[config.mk]
export PLATFORM = sky130hd
export DESIGN_NAME = xood_cmd_sequencer
export DESIGN_NICKNAME = d
export VERILOG_FILES = /design/src/rtl/xood_seq_pkg.sv /design/src/rtl/xood_seq_table.sv /design/src/rtl/xood_cmd_sequencer.sv
export SDC_FILE = /design/constraint.sdc
export NUM_CORES = 2
export LEC_CHECK = 0
export CORE_MARGIN = 2
export CORE_UTILIZATION = 50
export CTS_BUF_LIST = sky130_fd_sc_hd__clkbuf_4 sky130_fd_sc_hd__clkbuf_8
export DETAILED_ROUTE_END_ITERATION = 8
export HOLD_SLACK_MARGIN = 0.05
export PLACE_DENSITY = 0.68
export REMOVE_ABC_BUFFERS = 1
export SYNTH_ARGS = -nofsm -noshare
export SYNTH_HDL_FRONTEND = slang
export SYNTH_MEMORY_MAX_BITS = 65536
export SYNTH_SLANG_ARGS = --single-unit
[constraint.sdc]
create_clock -name eph1 -period 47.7 [get_ports eph1]
set_input_delay 9.54 -clock eph1 [delete_from_list [all_inputs] [get_ports eph1]]
set_output_delay 9.54 -clock eph1 [all_outputs]
set_load 0.02 [all_outputs]
[src/rtl/xood_seq_pkg.sv]
// Shared types and constants for the Xoodyak command sequencer.
package xood_seq_pkg;

  typedef enum logic [1:0] {
    S_IDLE  = 2'd0,
    S_FETCH = 2'd1,
    S_ISSUE = 2'd2,
    S_DONE  = 2'd3
  } seq_state_e;

  // Command-table entry layout for the default parameter set.
  typedef struct packed {
    logic [5:0] opmode;
    logic [3:0] sel;
    logic [3:0] rpt;
    logic       last;
  } seq_entry_t;

  localparam logic [5:0] OP_IDLE     = 6'd0;
  localparam logic [5:0] OP_INIT     = 6'd1;
  localparam logic [5:0] OP_NONCE    = 6'd2;
  localparam logic [5:0] OP_ASSOC    = 6'd3;
  localparam logic [5:0] OP_CRYPT    = 6'd4;
  localparam logic [5:0] OP_DECRYPT  = 6'd5;
  localparam logic [5:0] OP_SQUEEZE  = 6'd6;
  localparam logic [5:0] OP_RATCHET  = 6'd7;
  localparam logic [5:0] OP_CONT_BIT = 6'h20;

endpackage

[src/rtl/xood_seq_table.sv]
// Single-write-port register file with a registered read port. A write and a
// read of the same address in one cycle returns the new data (write-through),
// so an entry written in cycle N is visible to a read issued in cycle N.
// Only the read register is reset; the storage array is not.
module xood_seq_table #(
  parameter int W  = 8,
  parameter int N  = 4,
  localparam int AW = (N > 1) ? $clog2(N) : 1
) (
  input  logic          clk,
  input  logic          rst_n,
  input  logic          we,
  input  logic [AW-1:0] waddr,
  input  logic [W-1:0]  wdata,
  input  logic          re,
  input  logic [AW-1:0] raddr,
  output logic [W-1:0]  rdata
);

  logic [W-1:0] mem [N];

  // Storage array: write-only update, no reset.
  always_ff @(posedge clk) begin
    if (we && (int'(waddr) < N)) mem[waddr] <= wdata;
  end

  // Read register with write-through forwarding.
  always_ff @(posedge clk or negedge rst_n) begin
    if (!rst_n) begin
      rdata <= '0;
    end else if (re) begin
      if (we && (waddr == raddr))  rdata <= wdata;
      else if (int'(raddr) < N)    rdata <= mem[raddr];
    end
  end

endmodule

[src/rtl/xood_cmd_sequencer.sv]
// Programmable command sequencer feeding the opmode/data interface of the
// Xoodyak core. Optional feature macro: XOOD_SEQ_LOOP_EN (adds loop_mode input
// that restarts the table from entry 0 after each completed pass).
//
// The command table is read one cycle ahead (addressed by the next pc), so in
// FETCH the entry is already registered and its sel field can address the data
// table, whose read register drives core_data directly.
module xood_cmd_sequencer
  import xood_seq_pkg::*;
#(
  parameter int DATA_W   = 352,
  parameter int OPMODE_W = 6,
  parameter int DEPTH    = 64,
  parameter int NUM_SEL  = 9,
  parameter int RPT_W    = 4,
  localparam int AW      = $clog2(DEPTH),
  localparam int SEL_W   = $clog2(NUM_SEL)
) (
  input  logic                eph1,
  input  logic                reset_n,
  input  logic                prog_we,
  input  logic [AW-1:0]       prog_addr,
  input  logic [OPMODE_W-1:0] prog_opmode,
  input  logic [SEL_W-1:0]    prog_sel,
  input  logic [RPT_W-1:0]    prog_rpt,
  input  logic                prog_last,
  input  logic                data_we,
  input  logic [SEL_W-1:0]    data_addr,
  input  logic [DATA_W-1:0]   data_wdata,
  input  logic                start,
  input  logic                abort,
`ifdef XOOD_SEQ_LOOP_EN
  input  logic                loop_mode,
`endif
  input  logic                core_ready,
  output logic                core_valid,
  output logic [OPMODE_W-1:0] core_opmode,
  output logic [DATA_W-1:0]   core_data,
  output logic                busy,
  output logic                done,
  output logic [AW-1:0]       pc,
  output logic                err
);

  localparam int ENT_W = OPMODE_W + SEL_W + RPT_W + 1;

  seq_state_e          state, state_nxt;
  logic [AW-1:0]       pc_nxt;
  logic [RPT_W-1:0]    rpt_cnt, rpt_q;
  logic                last_q;
  logic                loop_en;
  logic                idle;
  logic                xfer;
  logic [ENT_W-1:0]    cmd_wdata, cmd_rdata;
  logic [OPMODE_W-1:0] ent_opmode;
  logic [SEL_W-1:0]    ent_sel;
  logic [RPT_W-1:0]    ent_rpt;
  logic                ent_last;

`ifdef XOOD_SEQ_LOOP_EN
  assign loop_en = loop_mode;
`else
  assign loop_en = 1'b0;
`endif

  assign idle       = (state == S_IDLE);
  assign xfer       = (state == S_ISSUE) && core_ready;
  assign cmd_wdata  = {prog_opmode, prog_sel, prog_rpt, prog_last};
  assign ent_opmode = cmd_rdata[ENT_W-1 -: OPMODE_W];
  assign ent_sel    = cmd_rdata[RPT_W+1 +: SEL_W];
  assign ent_rpt    = cmd_rdata[1 +: RPT_W];
  assign ent_last   = cmd_rdata[0];

  assign core_valid = (state == S_ISSUE);
  assign busy       = !idle;
  assign done       = (state == S_DONE);

  xood_seq_table #(.W(ENT_W), .N(DEPTH)) u_cmd_tbl (
    .clk   (eph1),
    .rst_n (reset_n),
    .we    (prog_we && idle),
    .waddr (prog_addr),
    .wdata (cmd_wdata),
    .re    (state_nxt == S_FETCH),
    .raddr (pc_nxt),
    .rdata (cmd_rdata)
  );

  xood_seq_table #(.W(DATA_W), .N(NUM_SEL)) u_data_tbl (
    .clk   (eph1),
    .rst_n (reset_n),
    .we    (data_we && idle),
    .waddr (data_addr),
    .wdata (data_wdata),
    .re    (state == S_FETCH),
    .raddr (ent_sel),
    .rdata (core_data)
  );

  // Next-state and next-pc decode; abort overrides everything outside IDLE.
  always_comb begin
    state_nxt = state;
    pc_nxt    = pc;
    case (state)
      S_IDLE: begin
        if (start && !abort) begin
          state_nxt = S_FETCH;
          pc_nxt    = '0;
        end
      end
      S_FETCH: state_nxt = S_ISSUE;
      S_ISSUE: begin
        if (xfer && (rpt_cnt == rpt_q)) begin
          if (last_q || (pc == AW'(DEPTH - 1))) begin
            state_nxt = S_DONE;
          end else begin
            state_nxt = S_FETCH;
            pc_nxt    = pc + AW'(1);
          end
        end
      end
      S_DONE: begin
        if (loop_en) begin
          state_nxt = S_FETCH;
          pc_nxt    = '0;
        end else begin
          state_nxt = S_IDLE;
        end
      end
      default: state_nxt = S_IDLE;
    endcase
    if (abort && !idle) begin
      state_nxt = S_IDLE;
      pc_nxt    = pc;
    end
  end

  // State and program-counter registers.
  always_ff @(posedge eph1 or negedge reset_n) begin
    if (!reset_n) begin
      state <= S_IDLE;
      pc    <= '0;
    end else begin
      state <= state_nxt;
      pc    <= pc_nxt;
    end
  end

  // Per-entry beat registers: loaded in FETCH, repeat counter advances per transfer.
  always_ff @(posedge eph1 or negedge reset_n) begin
    if (!reset_n) begin
      core_opmode <= OPMODE_W'(OP_IDLE);
      rpt_q       <= '0;
      last_q      <= 1'b0;
      rpt_cnt     <= '0;
    end else if (state == S_FETCH) begin
      core_opmode <= ent_opmode;
      rpt_q       <= ent_rpt;
      last_q      <= ent_last;
      rpt_cnt     <= '0;
    end else if (xfer && (rpt_cnt != rpt_q)) begin
      rpt_cnt     <= rpt_cnt + RPT_W'(1);
    end
  end

  // Sticky error for table writes attempted during a run; cleared by a new run.
  always_ff @(posedge eph1 or negedge reset_n) begin
    if (!reset_n) begin
      err <= 1'b0;
    end else if (idle && start && !abort) begin
      err <= 1'b0;
    end else if (!idle && (prog_we || data_we)) begin
      err <= 1'b1;
    end
  end

endmodule

==> flow_metrics.env <==
export IMPL_status="finished clean"
export IMPL_fp_dieW_um=588.7
export IMPL_cts_tree="built"
export IMPL_relSlewSlack=0.04133
export IMPL_crit_top_cell="buf_4"
export IMPL_synth_area_um2=170900
export IMPL_ys_flop_type="edfxtp_1"
export IMPL_drt_wl_total_um=424400
export IMPL_nets=10870
export IMPL_finClkSkew_ns=0.06367
export IMPL_root_buffer="clkbuf_8"
export IMPL_clk_latency_ns=1.22
export IMPL_end_kind="flop"
export IMPL_wl_per_cell_um=27.11
export IMPL_async_flop_share=0.08652
export IMPL_grt_start_max_net_pins=252
export IMPL_via_count=91620
export IMPL_die_area_um2=346600
export IMPL_drive_above_1_share=0.2005
export IMPL_worst_pin_slew_ns=1.438
export IMPL_die_h_um=588.7
export IMPL_dp_hpwl_um=232600
export IMPL_vdd_drop_max_uv=40.79
export IMPL_grt_pass1_vias=94170
export IMPL_hold_class="reg2reg"
export IMPL_initialDrtViolationCount=9145
export IMPL_max_stage_delay_ns=0.86
export IMPL_cap_violations=0
export IMPL_synth_seq_area_share=0.7824
export IMPL_post_cts_setup_buffer_count=0
export IMPL_worstSetupPathType="in2reg"
export IMPL_synth_edf_count=4128
export IMPL_firstDrtPassIters=6
export IMPL_crit_arrival_ns=15.95
export IMPL_finalCritPeriodShare=0.3120
export IMPL_design_core_area_um2=340100
export IMPL_io_pins=752
export IMPL_critPathMaxFanout=251
export IMPL_synth_cells=9398
export IMPL_drc=0
export IMPL_wl_met3_um=39710
export IMPL_critPathTopFamily="buffers and inverters"
export IMPL_critPathLaunchType="primary input"
export IMPL_grt_setup_unrepaired="false"
export IMPL_layout_common_cells="edfxtp_1 (4128), nand2_1 (1136), clkbuf_8 (783)"
export IMPL_grt_usage=0.2416
export IMPL_yosys_warnings=0
export IMPL_crit_buf_inv=5
export IMPL_wl_met1_um=168800
export IMPL_clock_sinks=4519
export IMPL_crit_chain="clkdlybuf4s50_1 > or4b_1 > and2_1 > o31ai_4 > buf_4 > and2_4 > clkinv_8 > buf_4 > buf_4 > a211oi_1 > a31oi_1 > a222oi_1 > nand2_1 > nand4_1 > nand3_1"
export IMPL_finalSetupViolations=0
export IMPL_avgSynthCellArea_um2=18.19
export IMPL_fillCellCount=24980
export IMPL_rows=214
export IMPL_clock_path_buffers=4
export IMPL_max_freq_mhz=67.19
export IMPL_multi_input_area_um2=35060
export IMPL_r2r_setup_slack_ns=41.03
export IMPL_power_density_nw_per_um2=50.31
export IMPL_cts_htree_levels=6
export IMPL_gp_congestion=0.8327
export IMPL_syn_to_final_growth_pct=16.06
export IMPL_final_common_cell="edfxtp_1"
export IMPL_cts_buffers=710
export IMPL_cp_slowest_cell="clkinv_8"
export IMPL_power_uw=9982
export IMPL_via_per_inst=5.853
export IMPL_ant_nets=0
export IMPL_cp_required_ns=48.77
export IMPL_slew_viol_final=0
export IMPL_grt_pass1_wl_um=622100
export IMPL_holdBufCountCts=0
export IMPL_ys_types=65
export IMPL_start_util=0.5027
export IMPL_setup_tns_ns=0
export IMPL_regArea_um2=133800
export IMPL_antenna_found_initial=106
export IMPL_grt_overflow=0
export IMPL_wl_met2_um=201000
export IMPL_leakage_uw=0.06590
export IMPL_cts_resized=0
export IMPL_synth_seq_cells=4519
export IMPL_period_needed_ns=14.88
export IMPL_io_buffers=751
export IMPL_topRoutingLayerUsed="met5"
export IMPL_path_clk_slew_ns=0.06
export IMPL_hold_viol=0
## cells by family (layout without fill, tap and decap cells)
group	Yosys count	in the layout	share of synthesized area
flops	4519	4519	0.7824
other cells	0	39	0
fa+ha+maj	2	2	0.0001464
buf+inv	567	2249	0.01398
compound gates	1145	1145	0.03781
mux	1072	1072	0.1144
xor+xnor	13	13	0.0006661
simple gates	2080	2080	0.05059
## Yosys cell counts (5+ instances only)
library cell | count | area [um2]
mux2_2 | 12 | 135.1
nand4_1 | 28 | 175.2
a21oi_1 | 480 | 2402
edfxtp_1 | 4128 | 124000
and2_1 | 5 | 31.28
o21ai_0 | 369 | 1847
nand3_1 | 333 | 1667
a221oi_1 | 10 | 87.58
o22ai_1 | 30 | 187.7
o211ai_2 | 10 | 125.1
buf_2 | 63 | 315.3
nor2b_1 | 7 | 43.79
a22oi_1 | 54 | 405.4
mux4_2 | 704 | 15860
clkbuf_1 | 332 | 1246
mux2i_1 | 355 | 3553
nor3_1 | 24 | 120.1
xnor2_1 | 8 | 70.07
and3_1 | 78 | 488.0
nand2_1 | 1138 | 4272
a211oi_1 | 60 | 450.4
xor2_1 | 5 | 43.79
buf_1 | 132 | 495.5
buf_6 | 13 | 146.4
a31oi_1 | 77 | 481.7
dfrtp_1 | 391 | 9784
buf_4 | 19 | 142.6
nor2_1 | 443 | 1663
a311oi_1 | 30 | 262.8
or3_1 | 5 | 31.28
## registers in the layout, indices dropped and copies added, names as in the netlist
| name | cells |
|---|---|
| rpt_q | 4 |
| err | 1 |
| rpt_cnt | 4 |
| u_cmd_tbl.mem | 960 |
| u_data_tbl.rdata | 352 |
| last_q | 1 |
| pc | 6 |
| core_opmode | 6 |
| u_data_tbl.mem | 3168 |
| state | 2 |
| u_cmd_tbl.rdata | 15 |
## per-stage QoR
step / cells / setup slack (ns) / area (um2) / utilization / hold WS [ns]
after detailed placement: 14310 / 31.63 / 183500 / 0.5398 / 0.4691
after floorplan: 8838 / 2.323 / 168600 / - / 0.4416
after CTS: 15620 / 32.95 / 198300 / 0.5831 / 0.4815
after global placement: 14310 / 31.79 / 183500 / 0.5398 / 0.4603
final: 15660 / 32.82 / 198400 / 0.5834 / 0.4757
after global routing: 15640 / 32.49 / 198400 / 0.5833 / 0.4991
## path summary, 6_finish.rpt
check,start,endpoint,cells after the start
min in group asynchronous,reset_n,u_data_tbl.rdata[219],1
min,u_data_tbl.rdata[220],u_data_tbl.rdata[220],2
max in group asynchronous,reset_n,u_data_tbl.rdata[270],4
max,abort,u_cmd_tbl.rdata[12],15
min reg2reg,u_data_tbl.rdata[220],u_data_tbl.rdata[220],2
max reg2reg,pc[0],u_cmd_tbl.rdata[12],14
## worst min-delay path: stages (launching register included)
cell and delay [ns]:
dfrtp_1 0.34, nand2_1 0.05, o21ai_0 0.06
## final cells by class
type                       instances  area share
inverter                           7   0.0002081
clock inverter                   222    0.008665
antenna                           39   0.0004919
multi-input combinational       4312      0.1767
sequential                      4519      0.6742
tap                             4536     0.02861
clock buffer                    1084     0.06571
timing repair buffer             936     0.04542
## metal layers
metal | GRT usage | up-vias
li1 | - | 39290
met1 | 0.3248 | 47310
met2 | 0.3811 | 4041
met3 | 0.06629 | 870
met4 | 0.08718 | 112
met5 | 0 | -
## where the power goes
| part | internal (uW) | switching, uW | total, uW |
|---|---|---|---|
| Clock | 1820 | 1520 | 3340 |
| Combinational | 858 | 1080 | 1930 |
| Sequential | 4520 | 182 | 4700 |
| Total | 7200 | 2780 | 9980 |
No activity file was read; power rests on OpenSTA's default activity.
